**src/rtl/psa_pkg.sv**
```systemverilog
// Shared definitions for the match collector: state encoding and default sizes.
package psa_pkg;

  localparam int DEPTH_DEF  = 16;
  localparam int ADDR_W_DEF = 8;
  localparam int COUNT_W    = 8;

  typedef enum logic [1:0] {
    ST_IDLE,
    ST_COLLECT,
    ST_DRAIN,
    ST_DONE
  } state_t;

endpackage

```
**src/rtl/match_fifo.sv**
```systemverilog
// First-word-fall-through FIFO holding match addresses; pointers carry one
// extra wrap bit so full and empty are told apart by the MSB.
module match_fifo #(
  parameter int DEPTH = 16,
  parameter int WIDTH = 8
) (
  input  logic             clk,
  input  logic             rst_n,
  input  logic             flush,
  input  logic             push,
  input  logic [WIDTH-1:0] wdata,
  input  logic             pop,
  output logic [WIDTH-1:0] rdata,
  output logic             empty,
  output logic             full
);

  localparam int IDX_W = $clog2(DEPTH);
  localparam int PTR_W = IDX_W + 1;

  logic [WIDTH-1:0] mem [DEPTH];
  logic [PTR_W-1:0] wptr;
  logic [PTR_W-1:0] rptr;

  always_ff @(posedge clk or negedge rst_n) begin
    if (!rst_n) begin
      wptr <= '0;
      rptr <= '0;
    end else if (flush) begin
      wptr <= '0;
      rptr <= '0;
    end else begin
      if (push) wptr <= wptr + 1'b1;
      if (pop)  rptr <= rptr + 1'b1;
    end
  end

  // NOTE: storage is deliberately not reset; emptiness is tracked by the
  // pointers alone, so stale contents can never reach rdata.
  always_ff @(posedge clk) begin
    if (push && !flush) mem[wptr[IDX_W-1:0]] <= wdata;
  end

  assign empty = (wptr == rptr);
  assign full  = (wptr[PTR_W-1] != rptr[PTR_W-1]) &&
                 (wptr[IDX_W-1:0] == rptr[IDX_W-1:0]);

  // Zero while empty keeps the output quiet after reset and flush.
  assign rdata = empty ? '0 : mem[rptr[IDX_W-1:0]];

endmodule

```
**src/rtl/match_collector.sv**
```systemverilog
// Collects match addresses from a search engine into a FIFO for a consumer.
// Optional: define MATCH_COLLECTOR_DEDUP_EN to drop back-to-back repeated addresses.
module match_collector
  import psa_pkg::*;
#(
  parameter int DEPTH  = DEPTH_DEF,
  parameter int ADDR_W = ADDR_W_DEF
) (
  input  logic               CLK100MHZ,
  input  logic               reset_n,
  input  logic               start,
  input  logic               match_valid,
  input  logic [ADDR_W-1:0]  match_addr,
  input  logic               search_done,
  input  logic               out_ready,
  output logic               out_valid,
  output logic [ADDR_W-1:0]  out_addr,
  output logic [COUNT_W-1:0] match_count,
  output logic               overflow,
  output logic               run_done
);

  state_t state;
  state_t state_nxt;

  logic fifo_empty;
  logic fifo_full;
  logic pop;
  logic dup;
  logic offer;
  logic push;
  logic drop;

  assign out_valid = !fifo_empty;
  assign pop       = out_valid && out_ready;

`ifdef MATCH_COLLECTOR_DEDUP_EN
  logic [ADDR_W-1:0] last_addr;
  logic              last_valid;

  always_ff @(posedge CLK100MHZ or negedge reset_n) begin
    if (!reset_n) begin
      last_addr  <= '0;
      last_valid <= 1'b0;
    end else if (start) begin
      last_valid <= 1'b0;
    end else if (push) begin
      last_addr  <= match_addr;
      last_valid <= 1'b1;
    end
  end

  assign dup = last_valid && (match_addr == last_addr);
`else
  assign dup = 1'b0;
`endif

  // A pop in the same cycle frees the slot, so a full FIFO still accepts.
  assign offer = (state == ST_COLLECT) && match_valid && !start && !dup;
  assign push  = offer && (!fifo_full || pop);
  assign drop  = offer && fifo_full && !pop;

  always_ff @(posedge CLK100MHZ or negedge reset_n) begin
    if (!reset_n) state <= ST_IDLE;
    else          state <= state_nxt;
  end

  // NOTE: defaults first so every path assigns state_nxt and no latch forms.
  always_comb begin
    state_nxt = state;
    if (start) begin
      state_nxt = ST_COLLECT;
    end else begin
      case (state)
        ST_COLLECT: if (search_done) state_nxt = ST_DRAIN;
        ST_DRAIN:   if (fifo_empty)  state_nxt = ST_DONE;
        default:    state_nxt = state;
      endcase
    end
  end

  // NOTE: registered state uses non-blocking assignments only.
  always_ff @(posedge CLK100MHZ or negedge reset_n) begin
    if (!reset_n) begin
      match_count <= '0;
      overflow    <= 1'b0;
    end else if (start) begin
      match_count <= '0;
      overflow    <= 1'b0;
    end else begin
      if (push && (match_count != '1)) match_count <= match_count + 1'b1;
      if (drop) overflow <= 1'b1;
    end
  end

  assign run_done = (state == ST_DONE);

  match_fifo #(
    .DEPTH (DEPTH),
    .WIDTH (ADDR_W)
  ) u_fifo (
    .clk   (CLK100MHZ),
    .rst_n (reset_n),
    .flush (start),
    .push  (push),
    .wdata (match_addr),
    .pop   (pop),
    .rdata (out_addr),
    .empty (fifo_empty),
    .full  (fifo_full)
  );

endmodule

```
**config.mk**
```make
export PLATFORM = sky130hd
export DESIGN_NAME = match_collector
export DESIGN_NICKNAME = d
export VERILOG_FILES = /design/src/rtl/psa_pkg.sv /design/src/rtl/match_fifo.sv /design/src/rtl/match_collector.sv
export SDC_FILE = /design/constraint.sdc
export NUM_CORES = 1
export LEC_CHECK = 0
export ABC_CLOCK_PERIOD_IN_PS = 8300
export CORE_MARGIN = 3
export CORE_UTILIZATION = 40
export CTS_CLUSTER_DIAMETER = 40
export CTS_CLUSTER_SIZE = 28
export DETAILED_ROUTE_END_ITERATION = 16
export SYNTH_ARGS = -nofsm -noshare
export SYNTH_HDL_FRONTEND = slang
export SYNTH_HIERARCHICAL = 1
export SYNTH_SLANG_ARGS = --single-unit
```
**constraint.sdc**
```tcl
create_clock -name CLK100MHZ -period 8.3 [get_ports CLK100MHZ]
set_input_delay 0.83 -clock CLK100MHZ [delete_from_list [all_inputs] [get_ports CLK100MHZ]]
set_output_delay 0.83 -clock CLK100MHZ [all_outputs]
set_load 0.03 [all_outputs]
```
Word-level counts from Yosys, hierarchy flattened:

Memories as Yosys holds them, arrays and structs flattened.
Cells that the tools add are included.

* register bits: 21
* bits in writable memories: 128
* input port bits: 14
* word-level logic and storage cells: 53
* output and inout port bits: 19
* memories: 1

* mux-type cells: 15
* reduce and logical (&&, ||, !) cells: 20
* eq/ne operators: 9
* add/sub/neg operators: 3

Memory list
* u_fifo.mem: words 16, bits a word 8, read ports 1, clocked after memory_dff 0, write ports 1, line match_fifo.sv:21 `logic [WIDTH-1:0] mem [DEPTH];`

Operators with widths (number)
* $mux 8: 3
* $mux 5: 4
* $add 5x1->5 const B: 2
* $logic_and 1x1->1: 9
* $add 8x1->8 const B: 1
* $ne 8x8->1 const B: 1
* $reduce_bool 2->1: 4
* $mux 2: 3
* $ne 3x3->1 const B: 2
* $eq 5x5->1: 1
* $eq 2x2->1 const B: 2
* $eq 4x4->1: 1
* $logic_not 1->1: 4
* $mux 1: 4
* $pmux 2 s2: 1
* $reduce_and 3->1: 1
* $reduce_bool 3->1: 1
* $eq 2x1->1 const B: 1
* $logic_or 1x1->1: 1
* $ne 1x1->1: 1

Depth between registers and ports, before layout:

* depth after elaboration: 8
* mapped depth: 11
* mapped depth without buffers: 9

By module:

Netlist, hierarchy kept.

By module, submodules not included
* match_fifo: instances 1, area an instance 5652.9 µm², sequential area each 4093.9 µm², cells an instance 276
* match_collector: instances 1, area an instance 613.1 µm², sequential area each 275.3 µm², cells an instance 64

Worst setup path before layout:

OpenSTA, ideal clock, no wires.

* path type: register to register
* start point: reg u_fifo.rptr[0]
* end point: mem u_fifo.mem[0][0], enable pin
* slack: 5296 ps
* period minus slack after synthesis: 3004 ps
* library setup time: 383 ps
* data required time: 7917 ps
* cell stages (with the launch flop): 12
* buffers on the path: 2
* arrival: 2621 ps
* cell sequence: dfrtp_1 buf_6 buf_12 xnor2_2 nand4_2 nor2_1 nand2b_4 a21o_4 nor2_1 nor2b_1 nand2_1 nor3_1

* cells in the longest elaborated chain, start to end: 8
* elaborated cells between the ends (all ways): 11
* those cells by class: eq/ne (2); mux (2); reduce/logical (7)

Ends and longest elaborated chain
* start: declaration: line match_fifo.sv:23 `logic [PTR_W-1:0] rptr;`
* start signal: assignment: line match_fifo.sv:34 `if (pop) rptr <= rptr + 1'b1;`
* $eq 5x5->1: line match_fifo.sv:44 `assign empty = (wptr == rptr);`
* net fifo_empty: line match_collector.sv:26 `logic fifo_empty;`
* $logic_not 1->1: line match_collector.sv:34 `assign out_valid = !fifo_empty;`
* $logic_and 1x1->1: line match_collector.sv:35 `assign pop = out_valid && out_ready;`
* $logic_or 1x1->1: line match_collector.sv:60 `assign push = offer && (!fifo_full || pop);`
* $logic_and 1x1->1: line match_collector.sv:60
* net push: line match_collector.sv:31 `logic push;`
* $logic_and 1x1->1: line match_fifo.sv:41 `if (push && !flush) mem[wptr[IDX_W-1:0]] <= wdata;`
* $mux 1: line match_fifo.sv:41
* $mux 1 (not written as such): line match_fifo.sv:41
* end: declaration: line match_fifo.sv:21

The timed path passes the listed nets, and every way through them passes these cells.

Worst setup path after layout:

* start point: reg u_fifo.rptr[0]
* end point: mem u_fifo.mem[1][7], enable pin

Same word-level chain as after synthesis.

==> metrics.yaml <==
outcome:
  outcome: "completed"
setup_path:
  cp-end-kind: "flop"
  cpPeakStageDelay_ns: 1.00
  crit_top_cell: "nor2_1"
  crit_arrival_ns: 3.92
  startpoint_type: "flop"
  cp_slowest_cell: "nor3_1"
  path_buf_inv: 1
  cp.required_ns: 8.32
  rrSetupSlack_ns: 4.40
  path_class: "reg2reg"
  crit_chain: "buf_4 -> xnor2_2 -> nand4_2 -> nor2_1 -> nand2b_4 -> a21o_4 -> nor2_1 -> nor2b_1 -> nand2_1 -> nor3_1"
  crit_fanout: 36
  crit_family: "simple AND/OR/NAND/NOR gates"
clock_tree:
  clock_path_buffers: 2
  clock_latency_ns: 0.41
  numCtsBuffers: 17
  ctsHoldBuffers: 0
  cts_tree: "built"
  path_clk_slew_ns: 0.06
  post_cts_buffers: 0
  post_cts_resized: 0
  root_buffer: "clkbuf_16"
  cts.sinks: 149
  htreeDepth: 4
run:
  maxCapViolations: 0
drt:
  vias: 3200
  via_per_inst: 5.29
  drtAntennaViolNets: 0
  dr.pass1.iters: 4
  post_drt_wl_per_cell_um: 20.5
  initialDrtViolationCount: 254
  wl_um: 12400
  drc: 0
floorplan:
  fp.dieH_um: 131
  core_region_area_um2: 15300
  die_w_um: 131
  rows: 45
  die_area_um2: 17200
  start_util_pct: 41.1
  io_pins: 33
grt:
  grt_pass1_wl_um: 18900
  grt_max_degree: 37
  grt_overflow: 0
  grtUsageTotal_pct: 14.9
  grt_pass1_vias: 3340
  antenna_found_initial: 0
cells_and_area:
  fin_area_um2: 7440
  area_delta_synth_final_pct: 18.8
  nNetsFinal: 401
  diodes: 0
  drive_above_1_share_pct: 13.5
  post-route-util_pct: 48.8
sta:
  clock_skew_ns: 0.00657
  setup_viol: 0
  final.setup.tns_ns: 0
  rsz0062_at_grt: "false"
  slew_viol_final: 0
  tightest_slew_ns: 1.29
  max_freq_mhz: 257
  post-route-min-period_ns: 3.90
  fin_crit_sh_pct: 46.9
  maxSlewHeadroom_pct: 13.7
  hold_viol_final: 0
synthesis:
  synth_area_per_cell_um2: 18.4
  syn_nets: 360
  yosysWarnings: 6
  synth-seq-cells: 149
  synth_edf_count: 128
  ys.flop_type: "edfxtp_1"
  syn_area_um2: 6270
  synthCells: 340
  synthArstFlopShare_pct: 14.1
  ys_seq_area_share_pct: 69.7
  synthDistinctLibCells: 44
placement:
  io_buffers: 32
  post_dp_cell_area_um2: 6760
  dpl.hpwl_um: 7970
  place_congestion: 0.832
pwr:
  peakVddDrop_mv: 0.149
  finalPower_mw: 1.86
  cellLeakagePower_nw: 2.44
  power_density_nw_per_um2: 250
hold_path:
  hold_path.class: "reg2reg"
## kinds of logic after synthesis
| kind of cell | Yosys count | synth area share (%) |
|---|---|---|
| buffers and inverters | 22 | 2.46 |
| adders and majority gates | 6 | 1.20 |
| muxes | 51 | 15.8 |
| DFF | 149 | 69.7 |
| AOI/OAI and AO/OA | 32 | 3.41 |
| xor gates and xnor gates | 12 | 1.80 |
| and+or+nand+nor | 68 | 5.59 |
## power breakdown
part / internal (mW) / switching, mW / total, mW / leakage, nW
sequential: 0.819 / 0.00404 / 0.823 / 1.44
combinational: 0.0713 / 0.0909 / 0.162 / 0.680
clock: 0.591 / 0.285 / 0.876 / 0.326
total: 1.48 / 0.380 / 1.86 / 2.44
## worst register-to-register path: stages (launching register included)
cell and delay, ns:
dfrtp_2 0.34, buf_4 0.52, xnor2_2 0.17, nand4_2 0.16, nor2_1 0.09, nand2b_4 0.17
a21o_4 0.24, nor2_1 0.33, nor2b_1 0.32, nand2_1 0.17, nor3_1 1.00
## metrics by stage
stage               worst slack [ns]  hold slack [ns]  std cells
floorplan                       5.30            0.518        340
global placement                4.51            0.488        573
detailed placement              4.43            0.486        573
CTS                             4.36            0.501        605
global route                    4.12            0.559        605
finish                          4.40            0.494        605
## cell usage in the layout (no fill, tap or decap), types with 2 or more instances in the layout
cell,instances
edfxtp_1,128
clkdlybuf4s50_1,32
nor2_1,28
mux4_1,21
dfrtp_1,20
mux2i_1,18
clkbuf_16,17
mux4_2,11
a21oi_1,9
nand2_1,9
inv_1,8
o22ai_1,8
nor3_1,7
bufinv_16,7
ha_1,6
xnor2_1,6
nand4_1,5
xor2_1,5
nand3_1,4
o21ai_0,4
buf_4,4
nor2b_1,3
clkinv_1,3
and2_1,2
or3_1,2
a31oi_1,2
a211oi_1,2
clkinvlp_4,2
clkinv_4,2
## cell usage after synthesis, types with 2 or more instances
cell      number  area share, %
edfxtp_1     128             61
nor2_1        28            1.7
dfrtp_1       21            8.4
mux4_1        21            8.8
mux2i_1       18            2.9
mux4_2        11            4.0
a21oi_1        9           0.72
nand2_1        9           0.54
inv_1          8           0.48
o22ai_1        8           0.80
nor3_1         7           0.56
buf_2          6           0.48
ha_1           6            1.2
xnor2_1        6           0.84
nand4_1        5           0.50
xor2_1         5           0.70
nand3_1        4           0.32
o21ai_0        4           0.32
buf_12         3           0.96
nor2b_1        3           0.30
a211oi_1       2           0.24
a31oi_1        2           0.20
and2_1         2           0.20
buf_4          2           0.24
clkbuf_1       2           0.12
or3_1          2           0.20
## flip-flops by register name, indices dropped and copies added (netlist names)
name / flops
u_fifo/mem: 128
match_count: 8
u_fifo/rptr: 5
u_fifo/wptr: 5
state: 2
overflow: 1
## routing by layer
| metal | track usage (%) | vias to the layer above | wire length (um) |
|---|---|---|---|
| li1 | - | 1451 | - |
| met1 | 19.6 | 1647 | 5550 |
| met2 | 23.7 | 89 | 6030 |
| met3 | 4.36 | 13 | 626 |
| met4 | 5.19 | 0 | 187 |
| met5 | 0 | - | 0 |
## path summary, 6_finish.rpt
| check | from | to | cells after the start |
|---|---|---|---|
| worst min register to register | overflow | overflow | 2 |
| worst max register to register | u_fifo/rptr[0] | u_fifo/mem[1][7] | 10 |
| worst max-delay path | u_fifo/rptr[0] | u_fifo/mem[1][7] | 10 |
| min in group asynchronous | reset_n | overflow | 1 |
| worst min-delay path | overflow | overflow | 2 |
| max in group asynchronous | reset_n | u_fifo/rptr[0] | 1 |
## area by class of cell
| cell class | count | area (um2) |
|---|---|---|
| sequential | 149 | 4370 |
| clock inverter | 15 | 259 |
| clock buffer | 17 | 425 |
| inverter | 8 | 30.0 |
| tap | 211 | 264 |
| timing repair buffer | 36 | 350 |
| fill | 1262 | 7820 |
| multi-input combinational | 169 | 1740 |
Note: power is estimated with default switching activity, not from simulation.
